### src/rtl/risc_v_mike_gpio_ctrl.sv
// ---------------------------------------------------------------------------
// risc_v_mike_gpio_ctrl
// Memory-mapped multi-port GPIO controller for the risc_v_mike core. It
// provides per-pin direction, synchronised inputs, edge-detect interrupts
// with write-1-to-clear status, and one level interrupt to the core.
//
// Word address layout: {port_idx, reg_off[2:0]}
//   0 OUT (RW)   1 DIR (RW, 1=output)   2 IN (RO)   3 IRQ_EN (RW)
//   4 IRQ_RISE (RW)   5 IRQ_FALL (RW)   6 IRQ_STAT (R/W1C)   7 reserved
//
// Ports
//   clk            core clock
//   rst            asynchronous active-low reset
//   bus_we/bus_re  single-cycle write / read strobes
//   bus_addr       word address
//   bus_wdata      write data, low PORT_WIDTH bits used
//   bus_rdata      registered read data, zero-extended, held between reads
//   bus_rvalid     high for one cycle, one cycle after bus_re
//   gpio_port_in   raw asynchronous pins, port p at [p*PORT_WIDTH +: PORT_WIDTH]
//   gpio_port_out  OUT register per pin
//   gpio_port_oe   DIR register per pin
//   irq            OR of every IRQ_STAT bit
// ---------------------------------------------------------------------------
module risc_v_mike_gpio_ctrl #(
   parameter int NUM_PORTS   = 4,
   parameter int PORT_WIDTH  = 8,
   parameter int SYNC_STAGES = 2,
   parameter int ADDR_WIDTH  = 8
) (
   input  logic                            clk,
   input  logic                            rst,
   input  logic                            bus_we,
   input  logic                            bus_re,
   input  logic [ADDR_WIDTH-1:0]           bus_addr,
   input  logic [31:0]                     bus_wdata,
   output logic [31:0]                     bus_rdata,
   output logic                            bus_rvalid,
   input  logic [NUM_PORTS*PORT_WIDTH-1:0] gpio_port_in,
   output logic [NUM_PORTS*PORT_WIDTH-1:0] gpio_port_out,
   output logic [NUM_PORTS*PORT_WIDTH-1:0] gpio_port_oe,
   output logic                            irq
);

   localparam int TOTAL_W = NUM_PORTS * PORT_WIDTH;
   localparam int IDX_W   = ADDR_WIDTH - 3;

   localparam logic [2:0] OFF_OUT  = 3'd0;
   localparam logic [2:0] OFF_DIR  = 3'd1;
   localparam logic [2:0] OFF_IN   = 3'd2;
   localparam logic [2:0] OFF_EN   = 3'd3;
   localparam logic [2:0] OFF_RISE = 3'd4;
   localparam logic [2:0] OFF_FALL = 3'd5;
   localparam logic [2:0] OFF_STAT = 3'd6;

   // Register file, one entry per port
   logic [PORT_WIDTH-1:0] out_r      [NUM_PORTS];
   logic [PORT_WIDTH-1:0] dir_r      [NUM_PORTS];
   logic [PORT_WIDTH-1:0] irq_en_r   [NUM_PORTS];
   logic [PORT_WIDTH-1:0] irq_rise_r [NUM_PORTS];
   logic [PORT_WIDTH-1:0] irq_fall_r [NUM_PORTS];
   logic [PORT_WIDTH-1:0] irq_stat_r [NUM_PORTS];
   logic [PORT_WIDTH-1:0] irq_stat_next_s [NUM_PORTS];

   // Input synchroniser chain and edge history
   logic [TOTAL_W-1:0] sync_r [SYNC_STAGES];
   logic [TOTAL_W-1:0] prev_r;
   logic [TOTAL_W-1:0] in_s;
   logic [TOTAL_W-1:0] en_flat_s;
   logic [TOTAL_W-1:0] rise_cfg_flat_s;
   logic [TOTAL_W-1:0] fall_cfg_flat_s;
   logic [TOTAL_W-1:0] stat_flat_s;
   logic [TOTAL_W-1:0] set_s;

   // Bus decode
   logic [IDX_W-1:0]      port_idx_s;
   logic [2:0]            reg_off_s;
   logic [PORT_WIDTH-1:0] wdata_s;
   logic [NUM_PORTS-1:0]  port_sel_s;
   logic [NUM_PORTS-1:0]  wr_out_s;
   logic [NUM_PORTS-1:0]  wr_dir_s;
   logic [NUM_PORTS-1:0]  wr_en_s;
   logic [NUM_PORTS-1:0]  wr_rise_s;
   logic [NUM_PORTS-1:0]  wr_fall_s;
   logic [NUM_PORTS-1:0]  wr_stat_s;
   logic [PORT_WIDTH-1:0] rd_val_s;
   logic [31:0]           rd_word_s;
   logic                  wdata_unused_s;

   assign port_idx_s = bus_addr[ADDR_WIDTH-1:3];
   assign reg_off_s  = bus_addr[2:0];
   assign wdata_s    = bus_wdata[PORT_WIDTH-1:0];
   // Upper write-data bits are architecturally ignored
   assign wdata_unused_s = ^bus_wdata;

   // One-hot port select; an index at or beyond NUM_PORTS selects nothing,
   // which makes such writes no-ops and such reads return zero
   always_comb begin
      port_sel_s = '0;
      for (int unsigned p = 0; p < NUM_PORTS; p++) begin
         if (32'(port_idx_s) == p) begin
            port_sel_s[p] = 1'b1;
         end else begin
            port_sel_s[p] = 1'b0;
         end
      end
   end

   // Per-register write strobes
   always_comb begin
      wr_out_s  = '0;
      wr_dir_s  = '0;
      wr_en_s   = '0;
      wr_rise_s = '0;
      wr_fall_s = '0;
      wr_stat_s = '0;
      for (int p = 0; p < NUM_PORTS; p++) begin
         wr_out_s[p]  = bus_we & port_sel_s[p] & (reg_off_s == OFF_OUT);
         wr_dir_s[p]  = bus_we & port_sel_s[p] & (reg_off_s == OFF_DIR);
         wr_en_s[p]   = bus_we & port_sel_s[p] & (reg_off_s == OFF_EN);
         wr_rise_s[p] = bus_we & port_sel_s[p] & (reg_off_s == OFF_RISE);
         wr_fall_s[p] = bus_we & port_sel_s[p] & (reg_off_s == OFF_FALL);
         wr_stat_s[p] = bus_we & port_sel_s[p] & (reg_off_s == OFF_STAT);
      end
   end

   assign in_s = sync_r[SYNC_STAGES-1];

   // Flatten per-port configuration so edge detection works on whole vectors
   always_comb begin
      en_flat_s       = '0;
      rise_cfg_flat_s = '0;
      fall_cfg_flat_s = '0;
      stat_flat_s     = '0;
      gpio_port_out   = '0;
      gpio_port_oe    = '0;
      for (int p = 0; p < NUM_PORTS; p++) begin
         en_flat_s[p*PORT_WIDTH +: PORT_WIDTH]       = irq_en_r[p];
         rise_cfg_flat_s[p*PORT_WIDTH +: PORT_WIDTH] = irq_rise_r[p];
         fall_cfg_flat_s[p*PORT_WIDTH +: PORT_WIDTH] = irq_fall_r[p];
         stat_flat_s[p*PORT_WIDTH +: PORT_WIDTH]     = irq_stat_r[p];
         gpio_port_out[p*PORT_WIDTH +: PORT_WIDTH]   = out_r[p];
         gpio_port_oe[p*PORT_WIDTH +: PORT_WIDTH]    = dir_r[p];
      end
   end

   // Edge events qualified by the per-pin enables
   assign set_s = en_flat_s & (((in_s & ~prev_r) & rise_cfg_flat_s) |
                               ((~in_s & prev_r) & fall_cfg_flat_s));

   // Status next state: a new event overrides a same-cycle W1C on that bit
   always_comb begin
      for (int p = 0; p < NUM_PORTS; p++) begin
         irq_stat_next_s[p] = (irq_stat_r[p] & ~({PORT_WIDTH{wr_stat_s[p]}} & wdata_s))
                            | set_s[p*PORT_WIDTH +: PORT_WIDTH];
      end
   end

   assign irq = |stat_flat_s;

   // Read mux: addressed register value before any same-cycle write
   always_comb begin
      rd_val_s = '0;
      for (int p = 0; p < NUM_PORTS; p++) begin
         logic [PORT_WIDTH-1:0] port_val_v;
         case (reg_off_s)
            OFF_OUT:  port_val_v = out_r[p];
            OFF_DIR:  port_val_v = dir_r[p];
            OFF_IN:   port_val_v = in_s[p*PORT_WIDTH +: PORT_WIDTH];
            OFF_EN:   port_val_v = irq_en_r[p];
            OFF_RISE: port_val_v = irq_rise_r[p];
            OFF_FALL: port_val_v = irq_fall_r[p];
            OFF_STAT: port_val_v = irq_stat_r[p];
            default:  port_val_v = '0;
         endcase
         rd_val_s = rd_val_s | ({PORT_WIDTH{port_sel_s[p]}} & port_val_v);
      end
   end

   // Zero-extend the selected value to the bus width
   always_comb begin
      rd_word_s = '0;
      rd_word_s[PORT_WIDTH-1:0] = rd_val_s;
   end

   // Input synchroniser chain and one-cycle edge history
   always_ff @(posedge clk or negedge rst) begin
      if (!rst) begin
         for (int s = 0; s < SYNC_STAGES; s++) begin
            sync_r[s] <= '0;
         end
         prev_r <= '0;
      end else begin
         sync_r[0] <= gpio_port_in;
         for (int s = 1; s < SYNC_STAGES; s++) begin
            sync_r[s] <= sync_r[s-1];
         end
         prev_r <= in_s;
      end
   end

   // Configuration and status registers
   always_ff @(posedge clk or negedge rst) begin
      if (!rst) begin
         for (int p = 0; p < NUM_PORTS; p++) begin
            out_r[p]      <= '0;
            dir_r[p]      <= '0;
            irq_en_r[p]   <= '0;
            irq_rise_r[p] <= '0;
            irq_fall_r[p] <= '0;
            irq_stat_r[p] <= '0;
         end
      end else begin
         for (int p = 0; p < NUM_PORTS; p++) begin
            if (wr_out_s[p])  out_r[p]      <= wdata_s;
            if (wr_dir_s[p])  dir_r[p]      <= wdata_s;
            if (wr_en_s[p])   irq_en_r[p]   <= wdata_s;
            if (wr_rise_s[p]) irq_rise_r[p] <= wdata_s;
            if (wr_fall_s[p]) irq_fall_r[p] <= wdata_s;
            irq_stat_r[p] <= irq_stat_next_s[p];
         end
      end
   end

   // Registered read response; data holds while no read is returning
   always_ff @(posedge clk or negedge rst) begin
      if (!rst) begin
         bus_rdata  <= 32'h0000_0000;
         bus_rvalid <= 1'b0;
      end else begin
         bus_rvalid <= bus_re;
         if (bus_re) begin
            bus_rdata <= rd_word_s;
         end
      end
   end

endmodule

### config.mk
export PLATFORM = sky130hd
export DESIGN_NAME = risc_v_mike_gpio_ctrl
export DESIGN_NICKNAME = d
export VERILOG_FILES = /design/src/rtl/risc_v_mike_gpio_ctrl.sv
export SDC_FILE = /design/constraint.sdc
export NUM_CORES = 1
export LEC_CHECK = 0
export BUFFER_PORTS_ARGS = -buffer_cell sky130_fd_sc_hd__buf_2
export CAP_MARGIN = 20
export CORE_MARGIN = 2
export CORE_UTILIZATION = 55
export DETAILED_ROUTE_END_ITERATION = 10
export PLACE_DENSITY_LB_ADDON = 0.2
export SYNTH_ARGS = -nofsm -noshare
export SYNTH_HDL_FRONTEND = slang
export SYNTH_SLANG_ARGS = --single-unit
### constraint.sdc
create_clock -name clk -period 3.3 [get_ports clk]
set_input_delay 0.66 -clock clk [delete_from_list [all_inputs] [get_ports clk]]
set_output_delay 0.66 -clock clk [all_outputs]
set_load 0.005 [all_outputs]
==> summary.md, run 1 <==
| Metric | Value |
|---|---|
| Status | complete, no violations |
| Switching share of power | a little under a quarter |
| Post-synthesis instance total | roughly 1000 |
| Leak | approximately 7.0 nW |
| Yosys warns | 0 |
| Synth area leaders | dfrtp_1 58%, mux2_2 19%, nand2_1 2.5% |
| Grt ovf | 0 |
| Cts hold-fix bufs | 0 |
| Worst vdd ir | between 400 and 500 uV |
| First-pass GRT wire length | roughly 50000 um |
| H-tree Lvls | 1 |
| CTS tree | yes |
| Async S/R FF share, synth | between 90% and 100% |
| Commonest non-fill, non-tap cell in the layout | dfrtp_1 |
| Worst Setup EP | irq |
| Dominant synthesized flop cell | dfrtp_1 |
| #FFs+latches synth | just under 300 |
| P_int | approximately 6 mW |
| Setup crit start | irq_stat_r[10]$_DFF_PN0_ |
| Initial drt markers | roughly 800 |
| IO Pins | 174 |
| Cts repair resizes | 0 |
| Slowest stage cell, crit path | nor4_1 |
| Cell Area, Synth | between 10000 and 15000 um2 |
| Total CTS buffers | 31 |
| CTS Buffer Depth | 3 |
| Startpoint types | flip-flop |
| # port buffers | approximately 130 |
| Ant diodes | 0 |
| Reg-to-reg slack, setup | 1.47 ns |
| Max-Slew Margin vs Limit | 51.9% |
| Hold Crit Class | in2async |
| Initial Utilization | between 50% and 60% |
| Power density cells | ~530 nW/um2 |
| Worst path cell trace | nor4_1 > nand4_1 > or2_2 > buf_2 |
| Placeable Area | 22800 um2 |
| Row cnt | 55 |
| Via count | roughly 8800 |
| Detailed Place HPWL | ~22000 um |
| NetSw | about 1.9 mW |
| Root Buffer | clkbuf_16 |
| Setup TNS | 0 ns |
| Max Freq | 343 MHz |
| Routed len/inst | ~22 um |
| Setup violations, final | 0 |
| Synth cell types | 40 |
| Final nets | between 1000 and 1500 |
| Synth Area per Inst | between 10 and 15 um2 |
| Delay-heaviest family, CP | simple AND/OR/NAND/NOR gates |
| RSZ-0062 raised after global routing | no |
| Antenna-violating nets left | 0 |
| Worst Reg-to-Reg Cells | 5 |
| Hold Vio Cnt, Final | 0 |
| Gate power share | approximately 7.7% |
| RePlAce Congestion | around 0.85 |
| CP bufs+invs | 1 |
| Post-CTS setup buffers | 0 |
| # clock sinks | about 300 |
| Fin crit share | 88.3% |
| Number of enable flip-flop cells after synthesis | 0 |
| Sequential power share | between 50% and 60% |
| Total of max-cap violations | 0 |
| Area Overhead vs Synth | 14.6% |
| Die area | ~25000 um2 |
| CP max stage delay | about 0.55 ns |
| Yosys top cell by area | dfrtp_1 |
| Filler cells | roughly 1800 |
| Largest net degree at the start of global routing | slightly below 90 |
| Skew-Pair Late Insertion Delay | between 0.5 and 0.6 ns |
| Final Util | 64.8% |
| Worst-path clk slew | about 0.060 ns |
| Capturing point of the worst reg2reg path | bus_rdata[4]$_DFFE_PN0P_ |
| Share of post-route cells with drive strength above 1 | a little under two fifths |
| Vias in the first global route | between 8000 and 9000 |
| Gr usage total | 26.6% |
| DRC Markers | 0 |
| WS Path Type | reg2out |
| Clock power frac | around 42% |
| Die height | approximately 160 um |
| Worst-path fanout max | 3 |
| Min Tclk post-route | 2.91 ns |
| Setup crit end kind | output pin |
| Number of vias per cell | about 6 |
| Slew Limit Fails | 0 |
| Die X | 157 um |
| Worst slew pin tran | about 0.72 ns |
| Total Wirelength | ~32000 um |
| Initial antenna violation count | 0 |
| Instance count on the critical path | 4 |
| Top-area cell type share of the netlist area | between 50% and 60% |
| Crit path DAT | between 2 and 2.5 ns |
| Sequential share of the synthesized area | 57.7% |
| Worst Skew | 0.0173 ns |
| Crit path required time | approximately 2.6 ns |
| Pre-Repair DR Iteration Count | 6 |
| Commonest non-fill, non-tap cells in the layout | 297 x dfrtp_1, 215 x mux2_2, 123 x buf_2 |
| R2R Path Start | in_s[28]$_DFF_PN0_ |
-- synthesized netlist by cell type, types with 2 or more instances --
master    number
a211o_1        9
a21oi_1       55
a222oi_1      23
a22o_1        32
a31oi_1        9
a32oi_1        9
and2_1         4
and2b_2        3
and3_1         2
buf_1          5
buf_2         17
buf_4         29
buf_6          3
clkbuf_1      35
dfrtp_1      297
inv_1          9
mux2_2       215
mux2i_1        9
nand2_1       87
nand2b_1      23
nand3_1        6
nand3b_1      34
nand4_1        2
nor2_1         4
nor2b_1        2
nor3_1         2
nor3b_2        2
nor4_1        16
o21ai_0       55
o22ai_1        8
-- per-layer routing --
| metal | GRT usage, % | part of all wire [%] |
|---|---|---|
| met4 | 9.39 | 3.4 |
| met3 | 4.54 | 6.6 |
| met5 | 0 | 0 |
| met2 | 41.8 | 46 |
| met1 | 37.8 | 44 |
-- worst min-delay path by stage --
stage | slack, ns | cells after the start | endpoint
global route | 0.17 | 1 | gpio_port_oe[29]$_DFFE_PN0P_
detailed placement | 0.33 | 0 | in_s[28]$_DFF_PN0_
finish | 0.12 | 1 | prev_r[27]$_DFF_PN0_
CTS | 0.15 | 1 | irq_rise_r[2]$_DFFE_PN0P_
floorplan | 0.33 | 0 | in_s[0]$_DFF_PN0_
global placement | 0.33 | 0 | in_s[28]$_DFF_PN0_
-- logic make-up after synthesis --
kind of cell,synth area share (%)
flops,57.7
other cells,0.0291
compound gates,10.3
buf+inv,4.08
simple gates,8.38
mux,19.5
-- through the flow --
stage | instances | hold WS [ns] | setup slack [ns] | area [um2] | power, mW
finish | 1470 | 0.123 | 0.388 | 14800 | 7.87
global route | 1470 | 0.173 | 0.441 | 14800 | 8.15
CTS | 1470 | 0.149 | 0.496 | 14800 | 7.92
detailed placement | 1415 | 0.335 | 0.417 | 13800 | 4.61
global placement | 1415 | 0.332 | 0.422 | 13800 | 4.59
floorplan | 1039 | 0.331 | 0.791 | 13000 | 4.32
-- sequential cells by signal, summed over array words and instances, names as in the netlist --
register / count
gpio_port_oe: 32
en_flat_s: 32
bus_rdata: 8
prev_r: 32
gpio_port_out: 32
fall_cfg_flat_s: 32
irq_rise_r: 32
bus_rvalid: 1
in_s: 32
irq_stat_r: 32
sync_r: 32
-- power groups by stage --
| stage | Sequential, mW | Combinational (mW) | Clock [mW] |
|---|---|---|---|
| 4_1_cts | 3.94 | 0.605 | 3.37 |
| 6_report | 3.94 | 0.604 | 3.32 |
| 2_1_floorplan | 3.97 | 0.353 | 0 |
| 5_1_grt | 3.97 | 0.660 | 3.52 |
| 3_5_place_dp | 4.01 | 0.602 | 0 |
| 3_3_place_gp | 4.00 | 0.590 | 0 |
-- cell type report --
type / count / area (um2) / area share, %
clock inverters: 9 / 53.8 / 0.365
well taps: 313 / 392 / 2.65
flip-flops and latches: 297 / 7430 / 50.4
inverters: 9 / 33.8 / 0.229
multi-input cells: 643 / 5010 / 34.0
clock buffers: 46 / 922 / 6.25
repair buffers: 153 / 911 / 6.17
(Power assumes the default switching activity.)
==> run 2, diff against run 1 <==
--- a/config.mk
+++ b/config.mk
@@ -10,7 +10,7 @@
 export CORE_MARGIN = 2
 export CORE_UTILIZATION = 55
 export DETAILED_ROUTE_END_ITERATION = 10
-export PLACE_DENSITY_LB_ADDON = 0.2
+export PLACE_DENSITY = 0.77
 export SYNTH_ARGS = -nofsm -noshare
 export SYNTH_HDL_FRONTEND = slang
 export SYNTH_SLANG_ARGS = --single-unit
==> run 2 against run 1 <==
Compared with the run above:
- cell count down 0.20%
- register-to-register slack worse by 0.16 ns
- non-clock buffer count down 2
- critical path depth unchanged
- global-route usage down 0.14 points
- clock-buffer cell count down 3
- critical endpoint unchanged
==> summary.md, run 2 (same netlist as run 1, synthesis figures left out) <==
| Metric | Value |
|---|---|
| RePlAce Congestion | 0.885 (+3.8%) |
| Ant diodes | 0 (unchanged) |
| Initial antenna violation count | 0 (unchanged) |
| Max-Slew Margin vs Limit | 55.8% (+3.9 points) |
| Post-CTS setup buffers | 0 (unchanged) |
| Row cnt | 55 (unchanged) |
| Dpl cells | 1413 (-0.14%) |
| # port buffers | 125 (unchanged) |
| Startpoint types | flip-flop |
| Area Overhead vs Synth | 14.4% |
| Largest net degree at the start of global routing | 78 (-11%) |
| Gr usage total | 26.5% (-0.14 points) |
| Crit path DAT | 2.32 ns (+0.07 ns) |
| First-pass GRT wire length | 50300 um (-0.30%) |
| Placeable Area | 22800 um2 (unchanged) |
| Root Buffer | clkbuf_16 |
| Crit path required time | 2.64 ns (about the same) |
| IO Pins | 174 (unchanged) |
| Fin crit share | 90.3% (+2.0 points) |
| H-tree Lvls | 1 (unchanged) |
| Grt ovf | 0 (unchanged) |
| Status | complete, no violations |
| WS Path Type | reg2out |
| Die area | 24700 um2 (unchanged) |
| Setup TNS | 0 ns (unchanged) |
| Worst path cell trace | nor4_1 > nand4_1 > or2_2 > buf_2 |
| Filler cells | 1693 (-4.6%) |
| Share of post-route cells with drive strength above 1 | 36.8% (-0.25 points) |
| Area of the multi-input gates | 5010 um2 (unchanged) |
| Pre-Repair DR Iteration Count | 6 (unchanged) |
| Max Freq | 336 MHz (-2.3%) |
| Setup violations, final | 0 (unchanged) |
| Final nets | 1208 (-0.25%) |
| Setup crit start | irq_stat_r[10]$_DFF_PN0_ |
| Total Wirelength | 32400 um (-0.26%) |
| Antenna-violating nets left | 0 (unchanged) |
| Vias in the first global route | 8971 (+1.8%) |
| Commonest non-fill, non-tap cell in the layout | dfrtp_1 |
| # clock sinks | 297 (unchanged) |
| Routed len/inst | 22.1 um (about the same) |
| Initial drt markers | 834 (+5.2%) |
| R2R Path Start | in_s[20]$_DFF_PN0_ |
| Gate power share | 7.8% (about the same) |
| P_int | 5.98 mW (-0.23%) |
| Via count | 8907 (+1.7%) |
| Clock power frac | 41.9% (-0.3 points) |
| Design Area, Final | 14700 um2 (-0.16%) |
| Delay-heaviest family, CP | simple AND/OR/NAND/NOR gates |
| CP bufs+invs | 1 (unchanged) |
| Detailed Place HPWL | 21800 um (-0.22%) |
| Worst Skew | 0.0120 ns (-0.00530 ns) |
| Worst slew pin tran | 0.662 ns (-0.0606 ns) |
| RSZ-0062 raised after global routing | no |
| Initial Utilization | 56.5% (unchanged) |
| Sequential Area | 7430 um2 (unchanged) |
| Placed Instance Area | 13800 um2 (about the same) |
| Hold Vio Cnt, Final | 0 (unchanged) |
| NetSw | 1.86 mW (-0.58%) |
| Slowest stage cell, crit path | nor4_1 |
| Sequential power share | 50.3% (+0.2 points) |
| Cts repair resizes | 0 (unchanged) |
| Leak | 6.96 nW (about the same) |
| Commonest non-fill, non-tap cells in the layout | 297 x dfrtp_1, 215 x mux2_2, 123 x buf_2 |
| Total CTS buffers | 30 (-3.2%) |
| Worst hold slack | 0.0792 ns (-0.0442 ns) |
| Number of vias per cell | 6.07 (+1.9%) |
| Worst-path fanout max | 3 (unchanged) |
| Slew Limit Fails | 0 (unchanged) |
| CP max stage delay | 0.57 ns (+0.02 ns) |
| CTS tree | yes |
| Final Util | 64.7% (-0.10 points) |
| CTS Buffer Depth | 3 (unchanged) |
| Worst vdd ir | 371 uV (-16%) |
| Min Tclk post-route | 2.98 ns (+0.0673 ns) |
| Hold Crit Class | in2async |
| Total of max-cap violations | 0 (unchanged) |
| DRC Markers | 0 (unchanged) |
| Cts hold-fix bufs | 0 (unchanged) |
| Layout Cells excl Fill | 1467 (-0.20%) |
| Switching share of power | 23.7% (-0.064 points) |
| Die X | 157 um (unchanged) |
| Die height | 157 um (unchanged) |
| Worst-path clk slew | 0.06 ns (about the same) |
| Power density cells | 532 nW/um2 (-0.15%) |
| Skew-Pair Late Insertion Delay | 0.55 ns (about the same) |
| Setup crit end kind | output pin |
-- run 2: changes by cell type in the layout (fill, tap and decap cells not counted), sizes merged --
cell      change
clkinv        +4
clkbuf        -3
buf           -2
clkinvlp      -2
bufinv        +1
inv           -1
-- run 2: power groups by stage --
stage	logic [mW]	clock network (mW)	registers [mW]
4_1_cts	0.609	3.35	3.94
6_report	0.608	3.29	3.95
2_1_floorplan	0.353	0	3.97
3_5_place_dp	0.603	0	4.01
5_1_grt	0.666	3.49	3.96
3_3_place_gp	0.588	0	4.00
-- run 2: stage by stage --
stage / worst slack [ns] / power [mW]
2_1_floorplan: 0.791 / 4.32
3_3_place_gp: 0.420 / 4.59
3_5_place_dp: 0.426 / 4.61
4_1_cts: 0.356 / 7.90
5_1_grt: 0.275 / 8.12
6_report: 0.320 / 7.84
-- run 2: area by class of cell --
class,count,share of cell area [%]
flip-flops and latches,297,50.5
multi-input cells,643,34.0
repair buffers,151,6.17
clock buffers,43,5.91
well taps,313,2.66
clock inverters,11,0.569
inverters,9,0.229
-- run 2: path summary, 6_finish.rpt --
kind,depth (start not counted),end,slack (ns)
worst max-delay path,4,irq,0.32
worst min-delay path,1,sync_r[58]$_DFF_PN0_,0.08
worst max register to register,6,bus_rdata[4]$_DFFE_PN0P_,1.31
worst min register to register,0,in_s[19]$_DFF_PN0_,0.34
max in group asynchronous,2,gpio_port_out[7]$_DFFE_PN0P_,2.34
min in group clk,1,sync_r[58]$_DFF_PN0_,0.21
-- run 2: metal layers --
metal / GRT usage, % / wire length (um)
met5: 0 / 0
met4: 10.0 / 1210
met3: 4.46 / 2240
met2: 42.1 / 15400
met1: 36.8 / 13600
==> run 3, diff against run 2 <==
==> config.mk (replaced) <==
export PLATFORM = sky130hd
export DESIGN_NAME = risc_v_mike_gpio_ctrl
export DESIGN_NICKNAME = d
export VERILOG_FILES = /design/src/rtl/risc_v_mike_gpio_ctrl.sv
export SDC_FILE = /design/constraint.sdc
export NUM_CORES = 1
export LEC_CHECK = 0
export CAP_MARGIN = 20
export CORE_MARGIN = 2
export CORE_UTILIZATION = 68
export DETAILED_ROUTE_END_ITERATION = 10
export DONT_BUFFER_PORTS = 1
export PLACE_DENSITY = 0.84
export SYNTH_ARGS = -nofsm -noshare
export SYNTH_HDL_FRONTEND = slang
export SYNTH_SLANG_ARGS = --single-unit
==> run 3 against run 2 <==
Compared with the run above:
- the run now ends with negative hold slack left
- combinational power shrank 45%
- worst setup slack gained 0.44 ns
- global-route usage grew 5.4 points
- die area shrank 19%
- sequential cell count is the same
==> summary.md, run 3 (same netlist as run 1, synthesis figures left out) <==
| Metric | Value |
|---|---|
| H-tree Lvls | 1 (unchanged) |
| Grt ovf | 0 (unchanged) |
| Design Area, Final | 13800 um2 (-6.2%) |
| Root Buffer | clkbuf_16 |
| Delay-heaviest family, CP | simple AND/OR/NAND/NOR gates |
| CP bufs+invs | 0 (-1) |
| Worst hold slack | -0.182 ns (-0.262 ns) |
| Post-CTS setup buffers | 0 (unchanged) |
| Filler cells | 1194 (-29%) |
| R2R Path Start | in_s[14]$_DFF_PN0_ |
| Worst Skew | 0.0119 ns (-0.000158 ns) |
| Die area | 20100 um2 (-19%) |
| WS Path Type | reg2out |
| Detailed Place HPWL | 19900 um (-9.1%) |
| Slew Limit Fails | 0 (unchanged) |
| Gr usage total | 32.0% (+5.4 points) |
| RSZ-0062 raised after global routing | no |
| Instance count on the critical path | 3 (-1) |
| Highest metal used | met4 |
| Hold Vio Cnt, Final | 297 (+297) |
| Setup TNS | 0 ns (unchanged) |
| First-pass GRT wire length | 48700 um (-3.1%) |
| Initial drt markers | 1105 (+32%) |
| Row cnt | 50 (-9.1%) |
| # clock sinks | 297 (unchanged) |
| Worst-path fanout max | 3 (unchanged) |
| Failing checks | negative hold slack |
| Setup crit end kind | output pin |
| Max Freq | 395 MHz (+18%) |
| Max-Slew Margin vs Limit | 48.2% (-7.5 points) |
| Dpl cells | 1199 (-15%) |
| Antenna-violating nets left | 0 (unchanged) |
| Slowest stage cell, crit path | dfrtp_1 |
| RePlAce Congestion | 0.914 (+3.3%) |
| Setup violations, final | 0 (unchanged) |
| Crit path DAT | 1.87 ns (-0.45 ns) |
| Worst-path clk slew | 0.06 ns (about the same) |
| Final Util | 74.1% (+9.4 points) |
| Skew-Pair Late Insertion Delay | 0.55 ns (about the same) |
| Power density cells | 539 nW/um2 (+1.3%) |
| Design Power | 7.45 mW (-5.0%) |
| Vias in the first global route | 8551 (-4.7%) |
| Die X | 142 um (-9.8%) |
| CTS tree | yes |
| Worst slew pin tran | 0.776 ns (+0.115 ns) |
| Detail Route met2 WL | 14400 um (-6.4%) |
| Final worst slack | 0.765 ns (+0.445 ns) |
| Number of vias per cell | 6.80 (+12%) |
| Die height | 142 um (-9.8%) |
| Cts repair resizes | 0 (unchanged) |
| Crit path required time | 2.64 ns (about the same) |
| Share of post-route cells with drive strength above 1 | 28.0% (-8.8 points) |
| Leak | 6.25 nW (-10%) |
| Setup crit start | irq_stat_r[28]$_DFF_PN0_ |
| Reg-to-reg slack, setup | 1.25 ns (-0.06 ns) |
| Final nets | 1072 (-11%) |
| Pre-Repair DR Iteration Count | 6 (unchanged) |
| Status | finished with violations |
| Layout Cells excl Fill | 1248 (-15%) |
| Worst Reg-to-Reg Cells | 6 (unchanged) |
| Placed Instance Area | 12900 um2 (-6.3%) |
| Total Wirelength | 31800 um (-1.8%) |
| Worst Setup EP | irq |
| Routed len/inst | 25.5 um (+15%) |
| Total CTS buffers | 29 (-3.3%) |
| # port buffers | 0 (-100%) |
| Routed metal-1 wirelength | 12600 um (-6.9%) |
| Met3 wire length | 3030 um (+35%) |
| Worst vdd ir | 473 uV (+28%) |
| Hold Crit Class | in2async |
| Largest net degree at the start of global routing | 298 (+280%) |
| Capturing point of the worst reg2reg path | bus_rdata[6]$_DFFE_PN0P_ |
| Startpoint types | flip-flop |
| IO Pins | 174 (unchanged) |
| Fin crit share | 76.8% (-13 points) |
| Commonest non-fill, non-tap cell in the layout | dfrtp_1 |
| Area Overhead vs Synth | 7.29% |
| Initial Utilization | 69.1% (+13 points) |
| CTS Buffer Depth | 3 (unchanged) |
| Via count | 8488 (-4.7%) |
| Initial antenna violation count | 0 (unchanged) |
| CP max stage delay | 0.41 ns (-0.16 ns) |
| Pre-CTS setup slack | 0.474 ns (+0.0474 ns) |
| Min Tclk post-route | 2.53 ns (-0.445 ns) |
| Total of max-cap violations | 0 (unchanged) |
| Ant diodes | 0 (unchanged) |
| DRC Markers | 0 (unchanged) |
| Worst path cell trace | nor4_1 > nand4_1 > or2_2 |
| Placeable Area | 18600 um2 (-18%) |
| Commonest non-fill, non-tap cells in the layout | 297 x dfrtp_1, 215 x mux2_2, 87 x nand2_1 |
==> run 3: cell count changes in the layout (fill, tap and decap cells not counted), sizes merged <==
cell,previous run,this run
buf,151,16
clkinv,10,3
inv,9,11
==> run 3: layout make-up <==
cell class / count / area [um2] / share of cell area [%]
clock buffer: 43 / 838 / 6.07
tap: 234 / 293 / 2.12
clock inverter: 6 / 62.6 / 0.453
multi-input combinational: 643 / 5010 / 36.3
sequential: 297 / 7430 / 53.8
timing repair buffer: 16 / 145 / 1.05
inverter: 9 / 33.8 / 0.245
==> run 3: worst min path at each step <==
stage	to	slack [ns]	depth (start not counted)
after floorplan	in_s[0]$_DFF_PN0_	0.33	0
after global placement	in_s[3]$_DFF_PN0_	0.33	0
after CTS	prev_r[21]$_DFF_PN0_	-0.20	0
after global routing	gpio_port_oe[25]$_DFFE_PN0P_	-0.20	0
final	in_s[26]$_DFF_PN0_	-0.18	0
after detailed placement	in_s[23]$_DFF_PN0_	0.33	0
==> run 3: layer usage <==
metal / GRT usage [%] / vias up
li1: - / 3620
met1: 44.0 / 4265
met2: 48.0 / 486
met3: 7.42 / 117
met4: 16.8 / 0
met5: 0 / -
==> run 3: worst reg2reg max path: stages (launching register included) <==
cell	delay [ns]
dfrtp_1	0.41
mux2_2	0.27
a222oi_1	0.29
a21oi_1	0.17
nor4_1	0.49
buf_4	0.21
o22ai_1	0.06
==> run 3: where the power goes <==
group	switching, mW	internal [mW]	total, mW
logic	0.141	0.193	0.335
registers	0.145	3.81	3.96
clock network	1.34	1.82	3.16
total	1.62	5.83	7.45
